--- config.mk ---
export PLATFORM = sky130hd
export DESIGN_NAME = receptor_serie
export DESIGN_NICKNAME = d
export VERILOG_FILES = /design/src/rtl/receptor_serie.sv
export SDC_FILE = /design/constraint.sdc
export NUM_CORES = 1
export LEC_CHECK = 0
export CORE_MARGIN = 2
export CORE_UTILIZATION = 48
export DETAILED_ROUTE_END_ITERATION = 10
export GPL_TIMING_DRIVEN = 0
export PLACE_DENSITY = 0.75
export SLEW_MARGIN = 15
export SYNTH_ARGS = -nofsm -noshare
export SYNTH_HDL_FRONTEND = slang
export SYNTH_SLANG_ARGS = --single-unit
--- constraint.sdc ---
create_clock -name clk -period 1.7 [get_ports clk]
set_input_delay 0.34 -clock clk [delete_from_list [all_inputs] [get_ports clk]]
set_output_delay 0.34 -clock clk [all_outputs]
set_load 0.005 [all_outputs]
--- src/rtl/receptor_serie.sv ---
`default_nettype none
// ============================================================================
// Module   : receptor_serie
// Purpose  : Serial-to-parallel receiver at the far end of the bitHolder
//            shift-register chain. Reassembles N serial bits into a word,
//            in either shift direction, and hands it out through a
//            valid/ack handshake with a sticky overrun flag.
// Options  : RECEPTOR_PARIDAD_EN - when defined, each frame carries one
//            trailing even-parity bit that is checked into err_paridad.
//            When undefined, err_paridad is tied to 0.
// Ports    : clk         rising-edge clock
//            reset       asynchronous active-high reset
//            inicio      frame start request (ESPERA, or LISTO with ack)
//            enb         serial bit strobe
//            dir         0 = shift left (first bit -> MSB), 1 = shift right
//            s_in        serial data bit
//            ack         consumer acknowledge of q
//            q           last completed word
//            q_valid     q holds an unacknowledged word
//            ocupado     receiver is not idle
//            desborde    sticky overrun flag
//            err_paridad parity error of the last frame
// Revision : 1.0 - initial release
// ============================================================================
module receptor_serie #(
  parameter int N = 4
) (
  input  logic         clk,
  input  logic         reset,
  input  logic         inicio,
  input  logic         enb,
  input  logic         dir,
  input  logic         s_in,
  input  logic         ack,
  output logic [N-1:0] q,
  output logic         q_valid,
  output logic         ocupado,
  output logic         desborde,
  output logic         err_paridad
);

  localparam int CW = $clog2(N) + 1;
  localparam logic [CW-1:0] c_ULT = CW'(N - 1);

  localparam logic [1:0] ESPERA  = 2'd0;
  localparam logic [1:0] CARGA   = 2'd1;
  localparam logic [1:0] LISTO   = 2'd2;
  localparam logic [1:0] PARIDAD = 2'd3;

  logic [1:0]    r_state;
  logic [1:0]    w_next_state;
  logic [N-1:0]  r_sr;
  logic [N-1:0]  w_sr_shift;
  logic [CW-1:0] r_cnt;
  logic          r_dir;
  logic [N-1:0]  r_q;
  logic          r_q_valid;
  logic          r_desborde;
  logic          w_ultimo;
  logic          w_arranque;

  // Shifted value including the bit arriving on this edge; also what q
  // captures on the last data bit so q_valid has no extra cycle of latency.
  assign w_sr_shift = r_dir ? {s_in, r_sr[N-1:1]} : {r_sr[N-2:0], s_in};
  assign w_ultimo   = enb && (r_cnt == c_ULT);

  // A new frame may start from idle, or straight from LISTO when the
  // consumer acknowledges and requests the next frame on the same edge.
  assign w_arranque = inicio && ((r_state == ESPERA) || ((r_state == LISTO) && ack));

  // --------------------------------------------------------------------------
  // State register
  // --------------------------------------------------------------------------
  always_ff @(posedge clk or posedge reset) begin
    if (reset) r_state <= ESPERA;
    else       r_state <= w_next_state;
  end

  // --------------------------------------------------------------------------
  // Next-state logic
  // --------------------------------------------------------------------------
  always_comb begin
    w_next_state = r_state;
    case (r_state)
      ESPERA: if (inicio) w_next_state = CARGA;
      CARGA: begin
        if (w_ultimo) begin
`ifdef RECEPTOR_PARIDAD_EN
          w_next_state = PARIDAD;
`else
          w_next_state = LISTO;
`endif
        end
      end
`ifdef RECEPTOR_PARIDAD_EN
      PARIDAD: if (enb) w_next_state = LISTO;
`endif
      LISTO: if (ack) w_next_state = inicio ? CARGA : ESPERA;
      default: w_next_state = ESPERA;
    endcase
  end

  // --------------------------------------------------------------------------
  // Output decode
  // --------------------------------------------------------------------------
  always_comb begin
    ocupado = (r_state != ESPERA);
  end

  // --------------------------------------------------------------------------
  // Datapath: shift register, bit counter, word and flags
  // --------------------------------------------------------------------------
  always_ff @(posedge clk or posedge reset) begin
    if (reset) begin
      r_sr       <= '0;
      r_cnt      <= '0;
      r_dir      <= 1'b0;
      r_q        <= '0;
      r_q_valid  <= 1'b0;
      r_desborde <= 1'b0;
    end else begin
      if (w_arranque) begin
        r_sr  <= '0;
        r_cnt <= '0;
        r_dir <= dir;
      end else if ((r_state == CARGA) && enb) begin
        r_sr  <= w_sr_shift;
        r_cnt <= r_cnt + CW'(1);
      end

`ifndef RECEPTOR_PARIDAD_EN
      if ((r_state == CARGA) && w_ultimo) begin
        r_q       <= w_sr_shift;
        r_q_valid <= 1'b1;
      end
`else
      // With parity the word is published only once the parity bit lands.
      if ((r_state == PARIDAD) && enb) begin
        r_q       <= r_sr;
        r_q_valid <= 1'b1;
      end
`endif

      if (r_state == LISTO) begin
        if (ack)      r_q_valid  <= 1'b0;
        else if (enb) r_desborde <= 1'b1;  // bit dropped while word unread
      end
    end
  end

`ifdef RECEPTOR_PARIDAD_EN
  logic r_err_paridad;

  always_ff @(posedge clk or posedge reset) begin
    if (reset) begin
      r_err_paridad <= 1'b0;
    end else if (w_arranque) begin
      r_err_paridad <= 1'b0;
    end else if ((r_state == PARIDAD) && enb) begin
      r_err_paridad <= (^r_sr) ^ s_in;  // even parity: 0 means consistent
    end
  end

  assign err_paridad = r_err_paridad;
`else
  assign err_paridad = 1'b0;
`endif

  assign q        = r_q;
  assign q_valid  = r_q_valid;
  assign desborde = r_desborde;

endmodule
`default_nettype wire

; ---- After elaboration in Yosys (flattened, before gate mapping)
; Cells that the tools add are included.
[op_classes]
n_eq_ne = 6
n_reduce_logical = 11
bitwise_logic = 1
mux = 13
addsub = 1
[op_table]
columns = cell, n
row1 = $mux 4, 3
row2 = $mux 2, 3
row3 = $mux 3, 2
row4 = $ne 2x2->1 const B, 3
row5 = $pmux 2 s3, 1
row6 = $reduce_and 3->1, 2
row7 = $logic_and 1x1->1, 5
row8 = $mux 1, 4
row9 = $reduce_bool 2->1, 2
row10 = $add 3x1->3 const B, 1
row11 = $eq 3x2->1 const B, 1
row12 = $eq 2x1->1 const B, 1
row13 = $eq 2x2->1 const B, 1
row14 = $logic_not 2->1, 1
row15 = $logic_or 1x1->1, 1
row16 = $not 1->1, 1
[word_totals]
elab_cells = 39
ff_bits = 16
input_bits = 7
output_inout_bits = 8

; ---- Depth between registers and ports, before layout
[logic_depth]
depth_word = 6
mapped_depth = 5
ltp_nobuf = 5

; ---- Worst setup path after synthesis
; Ideal clock, no wire load.
[synth_path]
path_type = register to register
from = reg r_state[0]
to = reg r_dir
stages_incl_launch_ff = 5
setup_time_ns = 0.125
arrival_ns = 1.063
period_less_slack_ns = 1.188
path_slack_ns = 0.512
required_time_ns = 1.575
path_buffers = 1
cell_sequence = dfrtp_1 buf_6 nand2b_1 a21oi_1 mux2_2
[synth_via]
elab_chain_cells = 4
word_cells_on_any_way = 5
cone_classes = eq/ne: 1 / reduce/logical: 4
[synth_rtl]
columns = item, line_no
row1 = start: declaration, 50  ; logic [1:0] r_state;
row2 = start signal: assignment, 76  ; else r_state <= w_next_state;
row3 = $eq 2x2->1, 69  ; assign w_arranque = inicio && ((r_state == ESPERA) || ((r_state == LISTO) && ack));
row4 = $logic_and 1x1->1, 69
row5 = $logic_or 1x1->1 (*), 69
row6 = $logic_and 1x1->1 (*), 69
row7 = end signal: assignment, 125  ; r_dir <= dir;
row8 = end: declaration, 55  ; logic r_dir;
; Mark *: on every way between the ends. The rest lies on a longest branch, timed or not.
; A chain may end at the register's enable or synchronous reset.

; ---- Worst setup path in the final report
[layout_path]
from = reg r_state[0]
to = out ocupado
[layout_via]
elab_chain_cells = 1
[layout_rtl]
columns = item, line_no
row1 = $reduce_bool 2->1, 107  ; ocupado = (r_state != ESPERA);
row2 = end: declaration, 37  ; output logic ocupado,
; Every way passes these cells.

==> impl_metrics.json <==
{
  "post-route-cell-area_um2": 961,
  "post-route-drc-count": 0,
  "worst_case_reg_to_reg_path_depth": 5,
  "place.detailed.instances": 93,
  "setup_viol": 0,
  "cellPowerDensity_mw_per_mm2": 1570,
  "cts-buffers-inserted": 3,
  "yosys_warnings": 0,
  "via_per_inst": 5.45,
  "root_buffer": "clkbuf_4",
  "floorplan.die.height_um": 43.5,
  "sequential_share_of_the_synthesized_area": 0.534,
  "drt-initial-drc-count": 10,
  "crit_type": "reg -> out",
  "endpoint_kind": "output port",
  "die_outline_area_mm2": 0.00189,
  "final.period_utilization": 0.972,
  "largest_net_degree_at_the_start_of_global_routing": 17,
  "dpl-instance-area_um2": 900,
  "initial_core_util": 0.503,
  "cts_tree": "done",
  "fmax_mhz": 605,
  "report.final.slew_viol_count": 0,
  "fill_cells": 112,
  "place.gp.congestion": 0.740,
  "worstPathArrival_ns": 1.31,
  "postCtsHoldBufs": 0,
  "worst_slew_pin_slew_ns": 0.590,
  "port-buffer-count": 13,
  "place_worst_setup_slack_ns": 0.0643,
  "synthesis_to_finish_area_growth_pct": 28.2,
  "yosys.cell_types.count": 24,
  "setup.worst_path.start_class": "flip-flop",
  "fin_skew_ns": 0.00393,
  "detailed_route_wl_um": 1300,
  "fin_cells": 100,
  "drive_gt1_frac": 0.190,
  "cts.reportedPaths.clkPinSlew_ns": 0.10,
  "floorplan_core_area_mm2": 0.00149,
  "max_cap_violations": 0,
  "ys_ff_latch": 16,
  "nets": 94,
  "vias_in_the_first_global_route": 528,
  "setup_ws_ns": 0.0481,
  "clock_insertion_delay_at_the_later_pin_of_the_skew_report_ns": 0.29,
  "vdd_drop_max_uv": 752,
  "floorplan.rows": 14,
  "ant_nets": 0,
  "cts_max_level": 1,
  "cts.sinks": 16,
  "die_w_um": 43.5,
  "fin_tns_setup_ns": 0,
  "synth.cell_area_um2": 749,
  "grt_antenna_before_repair": 0,
  "dp_hpwl_um": 940,
  "hold_viol": 0,
  "finalWorstPathRequiredPeriod_ns": 1.65,
  "run_status": "completed",
  "netlist_instances": 64,
  "drtPass1Iterations": 4,
  "cp.required_ns": 1.36,
  "insertedDiodeCount": 0,
  "syn-mean-instance-area_um2": 11.7,
  "layout.core_utilization": 0.645,
  "relSlewSlack": 0.606,
  "cellLeakagePower_nw": 0.469,
  "num_vias": 545,
  "multiInputGateArea_um2": 299,
  "register_area_um2": 402,
  "pin_count": 15,
  "synth_fp_nets": 73,
  "groute.usage.overall": 0.165,
  "gr-total-overflow": 0,
  "timing.hold.worst.class": "in -> async",
  "critPathMaxFanout": 4,
  "grt_pass1_wl_um": 2270,
  "rsz0062_at_grt": "no",
  "cts_max_path_buffers": 2,
  "wl_per_cell_um": 13.0
}
## layout make-up
| class | instances | area share |
|---|---|---|
| plain buffers | 3 | 0.0234 |
| inverters | 6 | 0.0234 |
| clock buffers | 4 | 0.0378 |
| flip-flops and latches | 16 | 0.418 |
| multi-input cells | 38 | 0.311 |
| repair buffers | 17 | 0.165 |
| well taps | 16 | 0.0208 |
## layer usage
layer  track usage  part of all wire  vias to the layer above
met3        0.0250             0.038                        5
met2         0.260              0.46                       16
met5             0                 0                        -
li1              -                 -                      263
met4         0.109             0.028                        0
met1         0.211              0.47                      261
## synthesized netlist by cell type
cell type / number / area share
o21ai_0: 6 / 0.040
mux2i_1: 5 / 0.067
buf_4: 1 / 0.010
nand4b_2: 1 / 0.020
o2bb2ai_1: 5 / 0.058
clkbuf_2: 1 / 0.0067
a21oi_1: 1 / 0.0067
or2_2: 1 / 0.0084
conb_1: 1 / 0.0050
mux2_2: 1 / 0.015
a41o_1: 1 / 0.013
nand2b_1: 1 / 0.0084
dfrtp_1: 16 / 0.53
inv_1: 6 / 0.030
nand2_1: 6 / 0.030
buf_1: 1 / 0.0050
mux2_4: 1 / 0.020
buf_6: 1 / 0.015
ha_1: 2 / 0.033
a32oi_1: 1 / 0.012
nand3b_1: 2 / 0.020
a21boi_0: 1 / 0.010
a22o_1: 1 / 0.012
o21a_4: 1 / 0.020
## stage by stage
| stage | power (mW) | hold slack (ns) |
|---|---|---|
| after floorplan | 0.993 | 0.254 |
| after global placement | 1.20 | 0.456 |
| after detailed placement | 1.22 | 0.460 |
| after CTS | 1.47 | 0.427 |
| after global routing | 1.61 | 0.481 |
| final | 1.51 | 0.397 |
## power breakdown
group,switching [mW],total (mW),leakage (nW),internal [mW]
clock,0.128,0.259,0.0210,0.131
sequential,0.0811,0.613,0.203,0.531
combinational,0.267,0.639,0.246,0.372
total,0.477,1.51,0.469,1.03
## what timing repair did
| action | in CTS | in global routing |
|---|---|---|
| setup endpoints to repair | 1 | 1 |
| setup buffers | 0 | 4 |
| gates resized for setup | 2 | 0 |
## state kept, by name, indices dropped and copies added (netlist names)
name,cells
r_cnt,3
q,4
q_valid,1
desborde,1
r_dir,1
r_sr,4
r_state,2
## critical path: stages, from the launching register on
cell           delay (ns)
dfrtp_1              0.39
buf_6                0.12
or2_2                0.26
dlygate4sd2_1        0.26
## cells by family (layout without fill, tap and decap cells)
family          count (synthesis)  count (layout)  share of synthesized area
flops                          16              16                      0.534
mux                             7               7                      0.102
other cells                     1               1                    0.00500
simple gates                   11              11                     0.0868
buf+inv                        10              30                     0.0668
fa+ha+maj                       2               2                     0.0334
compound gates                 17              17                      0.172
## worst paths after layout
check / startpoint / to / slack, ns
worst max-delay path: r_state[0] / ocupado / 0.05
worst min-delay path: reset / r_cnt[0] / 0.40
worst max register to register: r_state[0] / r_dir / 0.32
worst min register to register: desborde / desborde / 0.48
max in group asynchronous: reset / r_state[1] / 0.89
min in group clk: desborde / desborde / 0.48
## cell usage in the layout (no fill, tap or decap), types with 2 or more instances in the layout
master	instances
mux2i_1	5
inv_1	6
dfrtp_1	15
nand3b_1	2
o21ai_0	6
ha_1	2
nand2_1	6
o2bb2ai_1	5
buf_4	5
clkbuf_4	3
clkdlybuf4s50_1	12
Note: power is estimated with default switching activity, not from simulation.
